## src/rtl/split_access_unit.sv

```systemverilog
// split_access_unit: load/store front-end that turns byte, half and word
// accesses at any byte address into one or two word-aligned memory accesses.
// A boundary-crossing access is split, and the two returned words are merged
// before alignment and sign/zero extension. One response is returned per request.
// Optional feature: define SPLIT_ACCESS_FAULT_EN to add the access_fault output
// and suppress accesses that are illegal, out of DATA_BEGIN..DATA_END, or wrap.
module split_access_unit #(
  parameter int ADDR_W = 32
`ifdef SPLIT_ACCESS_FAULT_EN
  ,
  parameter logic [ADDR_W-1:0] DATA_BEGIN = '0,
  parameter logic [ADDR_W-1:0] DATA_END   = '1
`endif
) (
  input  logic              clock,
  input  logic              reset_n,
  input  logic              req_valid,
  output logic              req_ready,
  input  logic              read_enable,
  input  logic              write_enable,
  input  logic [2:0]        data_format,
  input  logic [ADDR_W-1:0] address,
  input  logic [31:0]       write_data,
  output logic              resp_valid,
  output logic [31:0]       read_data,
  output logic              mem_read_enable,
  output logic              mem_write_enable,
  output logic [ADDR_W-3:0] mem_address,
  output logic [3:0]        mem_byte_enable,
  output logic [31:0]       mem_write_data,
  input  logic [31:0]       mem_read_data
`ifdef SPLIT_ACCESS_FAULT_EN
  ,
  output logic              access_fault
`endif
);

  localparam int WA = ADDR_W - 2;

  typedef enum logic [1:0] {IDLE, LOW, HIGH, RESP} state_t;

  state_t         state;
  logic [WA-1:0]  addr_word_q;
  logic [1:0]     off_q;
  logic [2:0]     fmt_q;
  logic           rd_q;
  logic           wr_q;
  logic           split_q;
  logic [3:0]     hi_be_q;
  logic [31:0]    hi_wd_q;
  logic [31:0]    lo_word_q;

  logic [3:0]     base_mask;
  logic [7:0]     mask8;
  logic [63:0]    wd64;
  logic           legal;
  logic           in_split;
  logic           in_fault;
  logic           go_rd;
  logic           go_wr;
  logic [31:0]    lo_word;
  logic [31:0]    shifted;
  logic [31:0]    extended;

  // Decode the incoming request into lane masks, positioned store data and the operation to issue
  always_comb begin
    base_mask = 4'b0001;
    case (data_format[1:0])
      2'b00:   base_mask = 4'b0001;
      2'b01:   base_mask = 4'b0011;
      default: base_mask = 4'b1111;
    endcase
    mask8    = {4'b0000, base_mask} << address[1:0];
    wd64     = {32'b0, write_data} << {address[1:0], 3'b000};
    legal    = (data_format[1:0] != 2'b11);
    in_split = legal && (mask8[7:4] != 4'b0000);
    go_wr    = legal && write_enable && !in_fault;
    go_rd    = legal && read_enable && !write_enable && !in_fault;
  end

`ifdef SPLIT_ACCESS_FAULT_EN
  logic [ADDR_W:0] last_byte;
  logic [1:0]      size_m1;
  logic            fault_q;

  // Flag illegal formats, accesses outside the data window and accesses wrapping the address space
  always_comb begin
    size_m1 = 2'd0;
    case (data_format[1:0])
      2'b00:   size_m1 = 2'd0;
      2'b01:   size_m1 = 2'd1;
      default: size_m1 = 2'd3;
    endcase
    last_byte = {1'b0, address} + (ADDR_W+1)'(size_m1);
    in_fault  = !legal || last_byte[ADDR_W] || (address < DATA_BEGIN) ||
                (last_byte[ADDR_W-1:0] > DATA_END);
  end
`else
  assign in_fault = 1'b0;
`endif

  // Merge the two returned words, align to the requested byte, then extend by format
  always_comb begin
    lo_word  = split_q ? lo_word_q : mem_read_data;
    shifted  = 32'({mem_read_data, lo_word} >> {off_q, 3'b000});
    extended = 32'b0;
    case (fmt_q[1:0])
      2'b00:   extended = {{24{~fmt_q[2] & shifted[7]}}, shifted[7:0]};
      2'b01:   extended = {{16{~fmt_q[2] & shifted[15]}}, shifted[15:0]};
      2'b10:   extended = shifted;
      default: extended = 32'b0;
    endcase
    read_data = (resp_valid && rd_q) ? extended : 32'b0;
  end

  // Sequencer: IDLE -> LOW -> (HIGH when split) -> RESP, with all handshake and memory outputs registered
  always_ff @(posedge clock or negedge reset_n) begin
    if (!reset_n) begin
      state            <= IDLE;
      req_ready        <= 1'b1;
      resp_valid       <= 1'b0;
      mem_read_enable  <= 1'b0;
      mem_write_enable <= 1'b0;
      mem_address      <= '0;
      mem_byte_enable  <= 4'b0;
      mem_write_data   <= 32'b0;
      addr_word_q      <= '0;
      off_q            <= 2'b0;
      fmt_q            <= 3'b0;
      rd_q             <= 1'b0;
      wr_q             <= 1'b0;
      split_q          <= 1'b0;
      hi_be_q          <= 4'b0;
      hi_wd_q          <= 32'b0;
      lo_word_q        <= 32'b0;
`ifdef SPLIT_ACCESS_FAULT_EN
      fault_q          <= 1'b0;
      access_fault     <= 1'b0;
`endif
    end else begin
      case (state)
        IDLE: begin
          if (req_valid) begin
            state            <= LOW;
            req_ready        <= 1'b0;
            addr_word_q      <= address[ADDR_W-1:2];
            off_q            <= address[1:0];
            fmt_q            <= data_format;
            rd_q             <= go_rd;
            wr_q             <= go_wr;
            split_q          <= in_split;
            hi_be_q          <= mask8[7:4];
            hi_wd_q          <= wd64[63:32];
`ifdef SPLIT_ACCESS_FAULT_EN
            fault_q          <= in_fault;
`endif
            mem_read_enable  <= go_rd;
            mem_write_enable <= go_wr;
            mem_address      <= (go_rd || go_wr) ? address[ADDR_W-1:2] : '0;
            mem_byte_enable  <= (go_rd || go_wr) ? mask8[3:0] : 4'b0;
            mem_write_data   <= go_wr ? wd64[31:0] : 32'b0;
          end
        end
        LOW: begin
          if (split_q) begin
            state           <= HIGH;
            mem_address     <= (rd_q || wr_q) ? addr_word_q + WA'(1) : '0;
            mem_byte_enable <= (rd_q || wr_q) ? hi_be_q : 4'b0;
            mem_write_data  <= wr_q ? hi_wd_q : 32'b0;
          end else begin
            state            <= RESP;
            resp_valid       <= 1'b1;
            mem_read_enable  <= 1'b0;
            mem_write_enable <= 1'b0;
            mem_address      <= '0;
            mem_byte_enable  <= 4'b0;
            mem_write_data   <= 32'b0;
`ifdef SPLIT_ACCESS_FAULT_EN
            access_fault     <= fault_q;
`endif
          end
        end
        HIGH: begin
          state            <= RESP;
          resp_valid       <= 1'b1;
          lo_word_q        <= mem_read_data;
          mem_read_enable  <= 1'b0;
          mem_write_enable <= 1'b0;
          mem_address      <= '0;
          mem_byte_enable  <= 4'b0;
          mem_write_data   <= 32'b0;
`ifdef SPLIT_ACCESS_FAULT_EN
          access_fault     <= fault_q;
`endif
        end
        RESP: begin
          state      <= IDLE;
          req_ready  <= 1'b1;
          resp_valid <= 1'b0;
`ifdef SPLIT_ACCESS_FAULT_EN
          access_fault <= 1'b0;
`endif
        end
        default: state <= IDLE;
      endcase
    end
  end

endmodule

```

## config.mk

```make
export PLATFORM = sky130hd
export DESIGN_NAME = split_access_unit
export DESIGN_NICKNAME = d
export VERILOG_FILES = /design/src/rtl/split_access_unit.sv
export SDC_FILE = /design/constraint.sdc
export NUM_CORES = 1
export LEC_CHECK = 0
export CAP_MARGIN = 20
export CELL_PAD_IN_SITES_DETAIL_PLACEMENT = 1
export CELL_PAD_IN_SITES_GLOBAL_PLACEMENT = 1
export CORE_MARGIN = 1.5
export CORE_UTILIZATION = 30
export CTS_CLUSTER_SIZE = 16
export DETAILED_ROUTE_END_ITERATION = 6
export GPL_TIMING_DRIVEN = 0
export PLACE_DENSITY_LB_ADDON = 0.1
export SLEW_MARGIN = 10
export SYNTH_ARGS = -nofsm -noshare
export SYNTH_HDL_FRONTEND = slang
export SYNTH_SLANG_ARGS = --single-unit
```

## constraint.sdc

```tcl
create_clock -name clock -period 3 [get_ports clock]
set_input_delay 0.6 -clock clock [delete_from_list [all_inputs] [get_ports clock]]
set_output_delay 0.6 -clock clock [all_outputs]
set_load 0.02 [all_outputs]
```

==> run metrics <==
first-pass GRT wire length 54320 µm; Initial Util 30.55%; Achievable Freq 335.3 MHz; FF-to-FF Start state[0]$_DFFE_PN0P_; post-route cell area 0.01268 mm²; drt via density 5.268; Hold Violations, Final 0; Die ar. 0.03230 mm²; Yosys cell types 51; clk_lat worst skew 0.44 ns; Setup CP Type flip-flop to output port; drt pass-1 iters 7; Post-Syn Area 0.009370 mm²; P&R area growth vs syn 35.37%; H-tree depth 4; total CTS buffers 17; Final nets 1280; Power Dens Cells 1081 mW/mm²; Post-synth EDFFs 0; Synth Warn # 0; global placement routability congestion 0.8296; layout cell share with drive strength beyond 1 18.60%; R2R setup slack 0.23 ns; placed cell area 0.01193 mm²; vias 8323; total of max-cap violations 0; status complete, no violations; Die Height 179.7 µm; total grt overflow 0; Die Span X 179.7 µm; initial antenna violation count 1; crit path DAT 2.38 ns; Post-synth top flop dfrtp_1; wirelength, routed 34850 µm; P_leak 0.005339 µW; largest net degree at the start of global routing 93; IO buf count 203; WL/cell 22.05 µm; CP endpoint kind output port; final setup fails 0; gr usage total 21.87%; crit start category flip-flop; top cells by area, synth dfrtp_1 (45%), mux2_2 (12%), nor2_1 (5.6%), mux2i_1 (5.2%), a221oi_1 (3.3%); Cells after Synth 943; register area share after synthesis 45.15%; hpwl dp 24900 µm; core area 0.03067 mm²; drc violations 0; clk buf depth 2; Yosys top cell area share 44.87%; flops & latches, synth 169; IO Pins 206; DR iter-0 viols 373; placed cell count 1543; RSZ-0062 raised after global routing yes; Max Fanout on Critical Path 7; CTS tree built; Mapped Nets 1053; min cycle time layout 2.982 ns; Worst Hold Class input port to asynchronous set/reset pin; Worst R2R End mem_write_data[4]$_DFFE_PN0P_; Clock Skews 0.009388 ns; row cnt 64; VDD IR max 0.4762 mV; Worst slew margin 29.48%; cts hold-fix bufs 0; Final ANT Viol Nets 0; Yosys top cell by area dfrtp_1; Tightest Pin Transition 1.050 ns; fraction of registers with async set/reset 100.0%; TritonCTS Sinks 169; R2R depth 7; syn avg cell area 9.937 µm²; Root Buffer clkbuf_16; Max Slew Vio Count 0; vias in the first global route 8912; Worst-path clk slew 0.07 ns; final cycle utilization of the critical path 99.40%; Critical Path RT 2.40 ns; final cell count without fillers 1580
==> cells in the mapped netlist (2+ instances only) <==
cell type	instances
nor2b_1	5
ha_1	6
mux4_2	9
and3_1	6
buf_1	10
a2bb2oi_1	5
nand2_1	75
xor2_1	24
o22ai_1	18
a22o_1	9
a21o_1	8
dfrtp_1	168
and2_1	10
xnor2_1	5
o211ai_1	4
and4_1	2
a211oi_1	8
mux2i_1	49
nand3b_1	2
a221oi_1	35
nor3_1	9
nand2b_1	3
o41ai_1	2
clkbuf_1	50
or3b_1	2
nor2_1	139
o21ai_0	45
nand3_1	15
buf_4	2
o21ai_1	11
nand4_1	10
o31ai_1	9
nor3b_1	2
a22oi_1	8
a31oi_1	3
inv_1	8
a21oi_1	51
buf_2	8
mux2_2	96
==> repair_timing <==
action | 4_1_cts | 5_1_grt
setup endpoints to repair | 32 | 30
resized for setup | 191 | 21
gates cloned | 0 | 0
setup buffers | 5 | 2
pin swaps | 2 | 1
==> cell usage in the layout (no fill, tap or decap), types with 10 or more instances in the layout <==
cell type / synthesis / routed
a21oi_1: 51 / 51
a221oi_1: 35 / 35
and2_1: 10 / 10
buf_6: 0 / 21
clkbuf_1: 50 / 40
clkbuf_16: 0 / 17
clkbuf_2: 0 / 11
clkdlybuf4s50_1: 0 / 166
dfrtp_1: 168 / 167
mux2_2: 96 / 96
mux2i_1: 49 / 48
nand2_1: 75 / 73
nand3_1: 15 / 15
nand4_1: 10 / 10
nor2_1: 139 / 138
o21ai_0: 45 / 45
o22ai_1: 18 / 17
xor2_1: 24 / 24
==> critical path, stage by stage, from the launching register on <==
cell	delay, ns
dfrtp_1	0.34
buf_6	0.13
mux4_2	0.55
mux2i_4	0.20
nor2_4	0.08
a32o_2	0.29
a21o_1	0.21
buf_6	0.14
==> cell families (layout without fill, tap and decap cells) <==
kind of cell | after synthesis | after routing | share of synthesized area, %
AND/OR/NAND/NOR | 284 | 284 | 13.43
AO/OA/AOI/OAI | 222 | 222 | 15.54
flip-flops | 169 | 169 | 45.15
multiplexers | 155 | 155 | 19.05
buffers and inverters | 78 | 318 | 3.312
XOR/XNOR | 29 | 29 | 2.711
adder cells (fa/ha/maj) | 6 | 6 | 0.8012
other | 0 | 1 | 0
==> per-layer routing <==
metal / share of wire, % / wire (µm) / track usage [%] / up-vias
li1: - / - / - / 3866
met1: 47 / 16500 / 30.43 / 4185
met2: 46 / 16160 / 34.58 / 228
met3: 4.1 / 1443 / 3.566 / 44
met4: 2.1 / 737 / 7.167 / 0
met5: 0 / 0 / 0 / -
==> area by class of cell <==
type                            count  area [µm²]
Clock inverter                     14       113.9
Sequential cell                   169        4232
Fill cell                        3461       17980
Timing Repair Buffer              211        2066
Tap cell                          396       495.5
Multi-Input combinational cell    696        4949
Clock buffer                       18       439.2
Inverter                            8       30.03
Antenna cell                        1       2.502
Buffer                             67       357.8
==> sequential cells by signal, summed over array words and instances, names as in the netlist <==
register,flops
off_q,2
mem_read_enable,1
addr_word_q,30
lo_word_q,32
rd_q,1
mem_address,30
resp_valid,1
req_ready,1
hi_wd_q,24
mem_byte_enable,4
state,2
mem_write_data,32
hi_be_q,3
fmt_q,3
split_q,1
wr_q,1
mem_write_enable,1
==> per-stage QoR <==
stage / setup slack, ns / hold WS [ns] / total power (µW) / setup TNS [ns] / util [%]
floorplan: 0.4894 / 0.3044 / 8458 / 0 / -
global placement: -6.551 / 0.4654 / 11230 / -1128.16 / 38.79
detailed placement: -0.9158 / 0.4689 / 11340 / -27.72 / 38.90
CTS: -0.009730 / 0.2181 / 13820 / -0.009730 / 41.35
global route: -0.07657 / 0.2418 / 14690 / -0.9627 / 41.36
finish: 0.01788 / 0.1895 / 13720 / 0 / 41.36
==> worst max path at each step <==
stage	end	slack, ns	depth (start not counted)	startpoint
2_1_floorplan	read_data[16]	0.49	5	mem_read_data[31]
3_3_place_gp	mem_write_data[27]$_DFFE_PN0P_	-6.55	1	reset_n
3_5_place_dp	read_data[21]	-0.92	7	mem_read_data[15]
4_1_cts	read_data[12]	-0.01	7	split_q$_DFFE_PN0P_
5_1_grt	read_data[18]	-0.08	8	split_q$_DFFE_PN0P_
6_report	read_data[25]	0.02	7	split_q$_DFFE_PN0P_
==> where the power goes <==
| group | total (µW) | switching (µW) | internal, µW |
|---|---|---|---|
| clock | 2150 | 1050 | 1100 |
| sequential | 4150 | 800 | 3350 |
| combinational | 7420 | 4170 | 3240 |
No activity file was read; power rests on OpenSTA's default activity.
